[src/rtl/uart_tx_fifo.sv]
// UART transmitter fed by a FIFO with an AXI-Stream style write port.
// Define UART_TX_PARITY_EN to build in the optional parity bit (odd/even via parity_mode).
module uart_tx_fifo #(
  parameter int DATA_WIDTH = 8,
  parameter int FIFO_DEPTH = 16
) (
  input  logic                                 clk,
  input  logic                                 rst,
  input  logic [DATA_WIDTH-1:0]                s_axis_tdata,
  input  logic                                 s_axis_tvalid,
  output logic                                 s_axis_tready,
  input  logic [15:0]                          prescale,
  input  logic [1:0]                           parity_mode,
  input  logic                                 stop2,
  output logic                                 txd,
  output logic                                 busy,
  output logic [$clog2(FIFO_DEPTH+1)-1:0]      fifo_count
);

  localparam int CW = $clog2(FIFO_DEPTH + 1);
  localparam int PW = $clog2(FIFO_DEPTH);

  typedef enum logic [2:0] {
    ST_IDLE,
    ST_START,
    ST_DATA,
    ST_PARITY,
    ST_STOP
  } state_e;

  state_e                state_q, state_d;
  logic [DATA_WIDTH-1:0] mem [FIFO_DEPTH];
  logic [PW-1:0]         wr_ptr_q, rd_ptr_q;
  logic [CW-1:0]         count_q, count_d;
  logic [18:0]           baud_q, baud_d;
  logic [3:0]            bit_q, bit_d;
  logic [DATA_WIDTH-1:0] shift_q, shift_d;
  logic [15:0]           prescale_q, prescale_d;
  logic                  stop2_q, stop2_d;
  logic                  txd_q, txd_d;
  logic                  push, pop, start_frame, can_pop, baud_done;
  logic [18:0]           reload;
`ifdef UART_TX_PARITY_EN
  logic                  par_en_q, par_en_d;
  logic                  par_bit_q, par_bit_d;
`else
  logic                  unused_parity_mode;
  assign unused_parity_mode = ^parity_mode;
`endif

  assign s_axis_tready = (count_q != CW'(FIFO_DEPTH));
  assign push          = s_axis_tvalid & s_axis_tready;
  assign can_pop       = (count_q != '0) && (prescale != 16'd0);
  assign baud_done     = (baud_q == '0);
  assign reload        = {prescale_q, 3'b000} - 19'd1;
  assign busy          = (state_q != ST_IDLE);
  assign txd           = txd_q;
  assign fifo_count    = count_q;

  always_comb begin
    count_d = count_q;
    case ({push, pop})
      2'b10:   count_d = count_q + CW'(1);
      2'b01:   count_d = count_q - CW'(1);
      default: count_d = count_q;
    endcase
  end

  // NOTE: every signal gets a default before the case so no path leaves one unassigned (no latches).
  always_comb begin
    state_d     = state_q;
    baud_d      = baud_q;
    bit_d       = bit_q;
    shift_d     = shift_q;
    prescale_d  = prescale_q;
    stop2_d     = stop2_q;
    pop         = 1'b0;
    start_frame = 1'b0;
`ifdef UART_TX_PARITY_EN
    par_en_d    = par_en_q;
    par_bit_d   = par_bit_q;
`endif

    if (state_q != ST_IDLE && !baud_done) begin
      baud_d = baud_q - 19'd1;
    end

    case (state_q)
      ST_IDLE: start_frame = can_pop;
      ST_START: begin
        if (baud_done) begin
          state_d = ST_DATA;
          baud_d  = reload;
          bit_d   = '0;
        end
      end
      ST_DATA: begin
        if (baud_done) begin
          baud_d  = reload;
          shift_d = shift_q >> 1;
          if (bit_q == 4'(DATA_WIDTH - 1)) begin
            bit_d   = '0;
`ifdef UART_TX_PARITY_EN
            state_d = par_en_q ? ST_PARITY : ST_STOP;
`else
            state_d = ST_STOP;
`endif
          end else begin
            bit_d = bit_q + 4'd1;
          end
        end
      end
      ST_PARITY: begin
        if (baud_done) begin
          state_d = ST_STOP;
          baud_d  = reload;
          bit_d   = '0;
        end
      end
      ST_STOP: begin
        if (baud_done) begin
          if (stop2_q && bit_q == 4'd0) begin
            bit_d  = 4'd1;
            baud_d = reload;
          end else if (can_pop) begin
            start_frame = 1'b1;
          end else begin
            state_d = ST_IDLE;
          end
        end
      end
      default: state_d = ST_IDLE;
    endcase

    // Frame settings are captured at the pop so mid-frame input changes only affect the next frame.
    if (start_frame) begin
      pop        = 1'b1;
      state_d    = ST_START;
      prescale_d = prescale;
      stop2_d    = stop2;
      baud_d     = {prescale, 3'b000} - 19'd1;
      shift_d    = mem[rd_ptr_q];
      bit_d      = '0;
`ifdef UART_TX_PARITY_EN
      par_en_d   = (parity_mode == 2'b01) || (parity_mode == 2'b10);
      par_bit_d  = (^mem[rd_ptr_q]) ^ (parity_mode == 2'b01);
`endif
    end

    case (state_d)
      ST_START:  txd_d = 1'b0;
      ST_DATA:   txd_d = shift_d[0];
`ifdef UART_TX_PARITY_EN
      ST_PARITY: txd_d = par_bit_d;
`endif
      default:   txd_d = 1'b1;
    endcase
  end

  // NOTE: FIFO storage has no reset; the count and pointers alone decide what is valid.
  always_ff @(posedge clk) begin
    if (push) mem[wr_ptr_q] <= s_axis_tdata;
  end

  // NOTE: sequential state uses non-blocking assignments so all registers update together.
  always_ff @(posedge clk or posedge rst) begin
    if (rst) begin
      state_q    <= ST_IDLE;
      wr_ptr_q   <= '0;
      rd_ptr_q   <= '0;
      count_q    <= '0;
      baud_q     <= '0;
      bit_q      <= '0;
      shift_q    <= '0;
      prescale_q <= '0;
      stop2_q    <= 1'b0;
      txd_q      <= 1'b1;
`ifdef UART_TX_PARITY_EN
      par_en_q   <= 1'b0;
      par_bit_q  <= 1'b0;
`endif
    end else begin
      state_q    <= state_d;
      count_q    <= count_d;
      baud_q     <= baud_d;
      bit_q      <= bit_d;
      shift_q    <= shift_d;
      prescale_q <= prescale_d;
      stop2_q    <= stop2_d;
      txd_q      <= txd_d;
`ifdef UART_TX_PARITY_EN
      par_en_q   <= par_en_d;
      par_bit_q  <= par_bit_d;
`endif
      if (push) wr_ptr_q <= wr_ptr_q + PW'(1);
      if (pop)  rd_ptr_q <= rd_ptr_q + PW'(1);
    end
  end

endmodule
[config.mk]
export PLATFORM = sky130hd
export DESIGN_NAME = uart_tx_fifo
export DESIGN_NICKNAME = d
export VERILOG_FILES = /design/src/rtl/uart_tx_fifo.sv
export SDC_FILE = /design/constraint.sdc
export NUM_CORES = 1
export LEC_CHECK = 0
export CAP_MARGIN = 20
export CORE_MARGIN = 2
export CORE_UTILIZATION = 60
export DETAILED_ROUTE_END_ITERATION = 10
export PLACE_DENSITY = 0.79
export REMOVE_ABC_BUFFERS = 1
export SKIP_LAST_GASP = 1
export SLEW_MARGIN = 20
export SYNTH_ARGS = -nofsm -noshare
export SYNTH_HDL_FRONTEND = slang
export SYNTH_SLANG_ARGS = --single-unit
export TNS_END_PERCENT = 20
[constraint.sdc]
create_clock -name clk -period 7.64 [get_ports clk]
set_input_delay 1.528 -clock clk [delete_from_list [all_inputs] [get_ports clk]]
set_output_delay 1.528 -clock clk [all_outputs]
set_load 0.03 [all_outputs]
# ---- Yosys cells after proc, flatten, opt, wreduce, memory -nomap -nowiden
# Memory sizes are Yosys's and may differ from the RTL's.
# Index checks and enable logic that the tools add are counted.
dict set report op_classes {
  n_addsub 8
  eq_ne 14
  n_mux 34
  bitwise_logic 1
  reduce_logical 18
}
# cell count
set op_table {}
lappend op_table {{2-to-1 mux 19 bit} 5}
lappend op_table {{subtractor 19 x 1 -> 19 bit (second input constant)} 3}
lappend op_table {{one-hot mux 19 bit (2 select lines)} 1}
lappend op_table {{2-to-1 mux 3 bit} 8}
lappend op_table {{2-to-1 mux 4 bit} 6}
lappend op_table {{2-to-1 mux 8 bit} 3}
lappend op_table {{zero test 19 bit} 1}
lappend op_table {{nonzero test 16 bit} 1}
lappend op_table {{one-hot mux 3 bit (5 select lines)} 1}
lappend op_table {{adder 4 x 1 -> 4 bit (second input constant)} 3}
lappend op_table {{one-hot mux 4 bit (3 select lines)} 1}
lappend op_table {{one-hot mux 5 bit (2 select lines)} 1}
lappend op_table {{equality test 3 x 2 -> 1 bit (second input constant)} 3}
lappend op_table {{inequality test 3 bit (second input constant)} 3}
lappend op_table {{equality test 3 x 1 -> 1 bit (second input constant)} 2}
lappend op_table {{2-to-1 mux 1 bit} 6}
lappend op_table {{nonzero test 2 bit} 3}
lappend op_table {{adder 5 x 1 -> 5 bit (second input constant)} 1}
lappend op_table {{inequality test 5 bit (second input constant)} 1}
lappend op_table {{AND reduction 5 bit} 1}
lappend op_table {{nonzero test 5 bit} 1}
lappend op_table {{subtractor 5 x 1 -> 5 bit (second input constant)} 1}
lappend op_table {{equality test 4 x 3 -> 1 bit (second input constant)} 1}
lappend op_table {{zero test 4 bit} 1}
lappend op_table {{14 further kinds} 17}
dict set report totals {
  register_bits 65
  mem_bits_rw 128
  in_bits 30
  mem_count 1
}
# name depth word_bits rd rd_clocked_by_memory_dff write_ports line
set mem_list {}
lappend mem_list {mem 16 8 1 0 1 32} ;# logic [DATA_WIDTH-1:0] mem [FIFO_DEPTH];

# ---- Logic depth before layout (Yosys ltp)
dict set report depth {
  depth_word 9
  mapped_depth 18
}

# ---- Worst setup path after synthesis
# OpenSTA, ideal clock, no wires.
dict set report synth_timing {
  kind {input -> register}
  startpoint {in prescale[7]}
  endpoint {reg count_q[4] (netlist: fifo_count[4])}
  arrival_ns 4.287
  required_ns 7.517
  path_slack_ns 3.230
  path_stages 16
  cell_sequence {or3_1 nor4b_2 a21boi_1 nand2_2 inv_2 buf_2 ha_1 clkbuf_1 xor2_1 ha_1 o21a_1 o22a_1 a21oi_1 xor2_1 nor2_1 xnor2_1}
}
dict set report synth_between {
  elab_chain_cells 9
  word_cells_on_any_way 11
  classes_between {eq/ne: 2; mux: 6; reduce/logical: 3}
}
# element line
set synth_rtl {}
lappend synth_rtl {{start: declaration} 12} ;# input logic [15:0] prescale,
lappend synth_rtl {{nonzero test 16 bit *} 53} ;# assign can_pop = (count_q != '0) && (prescale != 16'd0);
lappend synth_rtl {{logical AND 1 bit *} 53}
lappend synth_rtl {{2-to-1 mux 1 bit} 125} ;# end else if (can_pop) begin
lappend synth_rtl {{2-to-1 mux 1 bit} 122} ;# if (stop2_q && bit_q == 4'd0) begin
lappend synth_rtl {{2-to-1 mux 1 bit} 121} ;# if (baud_done) begin
lappend synth_rtl {{one-hot mux 1 bit (2 select lines) *} 88} ;# case (state_q)
lappend synth_rtl {{2-to-1 mux 1 bit *} 136} ;# if (start_frame) begin
lappend synth_rtl {{equality test 2 x 1 -> 1 bit / equality test 2 bit (equally long branches)} 62} ;# case ({push, pop})
lappend synth_rtl {{one-hot mux 5 bit (2 select lines) / nonzero test 2 bit (equally long branches)} -}
lappend synth_rtl {{end signal: assignment} 184} ;# count_q <= count_d;
lappend synth_rtl {{end: declaration} 34} ;# logic [CW-1:0] count_q, count_d;
# Every way passes the cells marked *; elsewhere a longest branch is shown, timed or not.
# A chain may end at the register's enable or synchronous reset.

# ---- Final worst setup path
dict set report layout_timing {
  startpoint {in prescale[2]}
  endpoint {reg count_q[4] (netlist: fifo_count[4])}
}
# Same word-level chain as after synthesis.

==> results.yml <==
status:
  status: "completed"
global_routing:
  use_met2_pct: 42.70
  antenna_found_initial: 0
  grt_use_total_pct: 25.26
  met3_usage_pct: 5.103
  grt_start_max_net_pins: 66
  grt-busiest-layer: "met2"
  grt_overflow: 0
  grtUsageMet1_pct: 32.99
  grt_pass1_vias: 5710
  grt_pass1_wl_um: 30860
worst_setup_path:
  path_class: "input port to flip-flop"
  end_kind: "flip-flop"
  setup.worst_path.start_class: "input port"
  crit_fanout: 9
  required_ps: 7970
  crit_arrival_ps: 4950
sta:
  fmax_ghz: 0.2162
  drv_slew: 0
  hold_viol: 0
  setup_viol: 0
  slew_headroom_pct: 31.46
  period_needed_ps: 4626
  worst_slew_pin_slew_ps: 1024
  clock_skew_ps: 12.05
  rsz0062_at_grt: "false"
  finalSetupTns_ps: 0
  period_share_pct: 60.55
drt:
  route.detailed.drc: 0
  via_per_inst: 6.297
  antenna_violating_nets_post_route: 0
  wl_per_cell_um: 21.12
  drt_iter0_markers: 570
  dr.pass1.iters: 5
  wirelength_um: 19240
  dr_total_vias: 5737
synth:
  synth_compound_area_share_pct: 6.667
  synthFlopType: "edfxtp_1"
  yosys-mux-area-fraction_pct: 9.647
  synthAdderAreaFrac_pct: 1.940
  avgSynthCellArea_um2: 13.20
  seq_area_frac_synth_pct: 60.61
  synth_top_family_by_area: "simple AND/OR/NAND/NOR gates"
  yosysWarnings: 0
  synth_edf_count: 128
  async_reset_ff_share_pct: 33.68
  syn_inst: 684
  synth_area_leaders: "edfxtp_1 (43%), dfrtp_1 (18%), mux4_2 (8.7%)"
  synth_top_area_share_pct: 42.58
  synth_xor_area_share_pct: 4.643
  yosysTopAreaCell: "edfxtp_1"
  synth_cell_types: 68
  synthesis.area_um2: 9027
  synthSimpleGateAreaFrac_pct: 13.85
  ys_seq_elements: 193
die:
  fp-row-count: 44
  io-pin-count: 38
  coreArea_um2: 14640
  die_x_um: 126.7
  initial_core_util_pct: 61.65
  die-area_um2: 16040
  dieHeight_um: 126.7
clock_network:
  cts-htree-levels: 4
  cts_resized: 0
  clockBufferDepth: 2
  clk_pin_slew_ps: 70
  insertion_delay_ps: 440
  cts-buffers-inserted: 17
  cts_sinks: 193
  post-cts-setup-buffers: 0
  cts_hold_buf: 0
  cts_tree: "yes"
  cts_root_buf: "clkbuf_16"
power_and_ir_drop:
  vdd_drop_max_uv: 172.7
  p_leak_nw: 3.696
  power_mw: 2.065
  powerDensity_nw_per_um2: 203.8
placement:
  io_buffers: 35
  post-dp-hpwl_um: 12620
  place.gp.congestion: 0.8633
final_layout:
  fillers: 967
  area_growth_syn_to_layout_pct: 12.24
  drive_gt1_share_pct: 14.03
  n_antenna_cell: 0
  final_nets: 758
min_path:
  min_path_type: "flip-flop to flip-flop"
job:
  drv_cap: 0
## flip-flops by register name, summed over array words and instances, names as in the netlist
name,count
baud_q,19
bit_q,4
fifo_count,5
mem,128
prescale_q,16
rd_ptr_q,4
shift_q,8
state_q,3
stop2_q,1
txd,1
wr_ptr_q,4
## kinds of logic after synthesis
kind of cell	Yosys count
simple gates	245
flops	193
compound gates	88
buf+inv	54
xor+xnor	47
mux	43
fa+ha+maj	14
## power breakdown
| group | switching, mW | leakage (nW) | internal (mW) |
|---|---|---|---|
| Sequential | 0 | 1.91 | 1.12 |
| Clock | 0.435 | 0.302 | 0.472 |
| Combinational | 0.0264 | 1.48 | 0.0165 |
| Total | 0.461 | 3.70 | 1.60 |
## cell type report
class	count	area (um^2)	area share (%)
sequential	193	5473	54.01
multi-input combinational	437	3317	32.74
clock buffer	17	425.4	4.199
timing repair buffer	44	417.9	4.124
tap	184	230.2	2.272
clock inverter	15	190.2	1.877
inverter	21	78.83	0.7780
## layout by cell type (no fill, tap or decap), types with 4 or more instances in the layout
cell type	synthesis	final
edfxtp_1	128	128
nand2_1	103	103
nor3b_1	4	4
nor2_1	46	46
xnor2_1	24	24
clkdlybuf4s50_1	0	35
a31oi_1	7	7
or3_1	5	5
nor4_1	6	6
ha_1	14	14
clkinv_8	0	5
nand2b_1	5	5
buf_4	1	9
mux4_2	35	35
inv_1	19	18
nor3_1	20	20
or4_1	7	7
o22ai_1	6	6
mux2i_1	6	6
o21ai_0	10	10
xor2_1	22	22
nor2b_1	5	5
nand3_1	15	15
dfrtp_1	64	63
clkbuf_16	0	17
a211oi_1	13	13
a21oi_1	23	23
## critical path, cell delays in order
cell	delay (ps)
clkdlybuf4s50_1	490
nor4_1	510
nor4b_2	440
a21boi_1	170
nand2_2	130
inv_2	50
ha_1	300
xor2_1	190
ha_1	240
o21a_1	180
o22a_1	190
a21oi_1	180
xor2_1	160
nor2_1	70
xnor2_1	120
## path summary, 6_finish.rpt
kind | start | end | slack [ps] | depth (start not counted)
hold reg to reg | shift_q[3] | shift_q[2] | 500 | 2
min in group asynchronous | rst | fifo_count[4] | 1650 | 3
hold / removal | shift_q[3] | shift_q[2] | 500 | 2
setup / recovery | prescale[2] | fifo_count[4] | 3010 | 15
setup reg to reg | baud_q[7] | fifo_count[4] | 4100 | 14
max in group asynchronous | rst | rd_ptr_q[0] | 5380 | 3
## stage by stage
stage          area, um^2  setup WS (ps)  hold slack, ps  instances  util, %
3_5_place_dp         9517           2613           492.6        879    64.99
5_1_grt             10130           2706           532.7        911    69.19
6_report            10130           3014           500.5        911    69.19
2_1_floorplan        8867           2653           437.7        651        -
3_3_place_gp         9517           2737           470.3        879    64.99
4_1_cts             10130           3037           510.9        911    69.19
## cells in the mapped netlist, types with 4 or more instances
library cell,n
a211oi_1,13
buf_1,4
nor2b_1,5
or4_1,7
nand3_1,15
xor2_1,22
nand2_1,103
nor2_1,46
a21oi_1,23
nand2b_1,5
buf_2,12
a31oi_1,7
inv_1,19
o22ai_1,6
dfrtp_1,64
clkbuf_1,12
ha_1,14
mux4_2,35
o21ai_0,10
xnor2_1,24
or3_1,5
nor3_1,20
nor3b_1,4
nor4_1,6
mux2i_1,6
edfxtp_1,128
## metal layers
metal	vias to the layer above	wire [um]
met1	2916	7788
met2	180	10040
met3	35	947
met5	-	0
li1	2606	-
met4	0	463
Power figures use the tool's default switching activity.
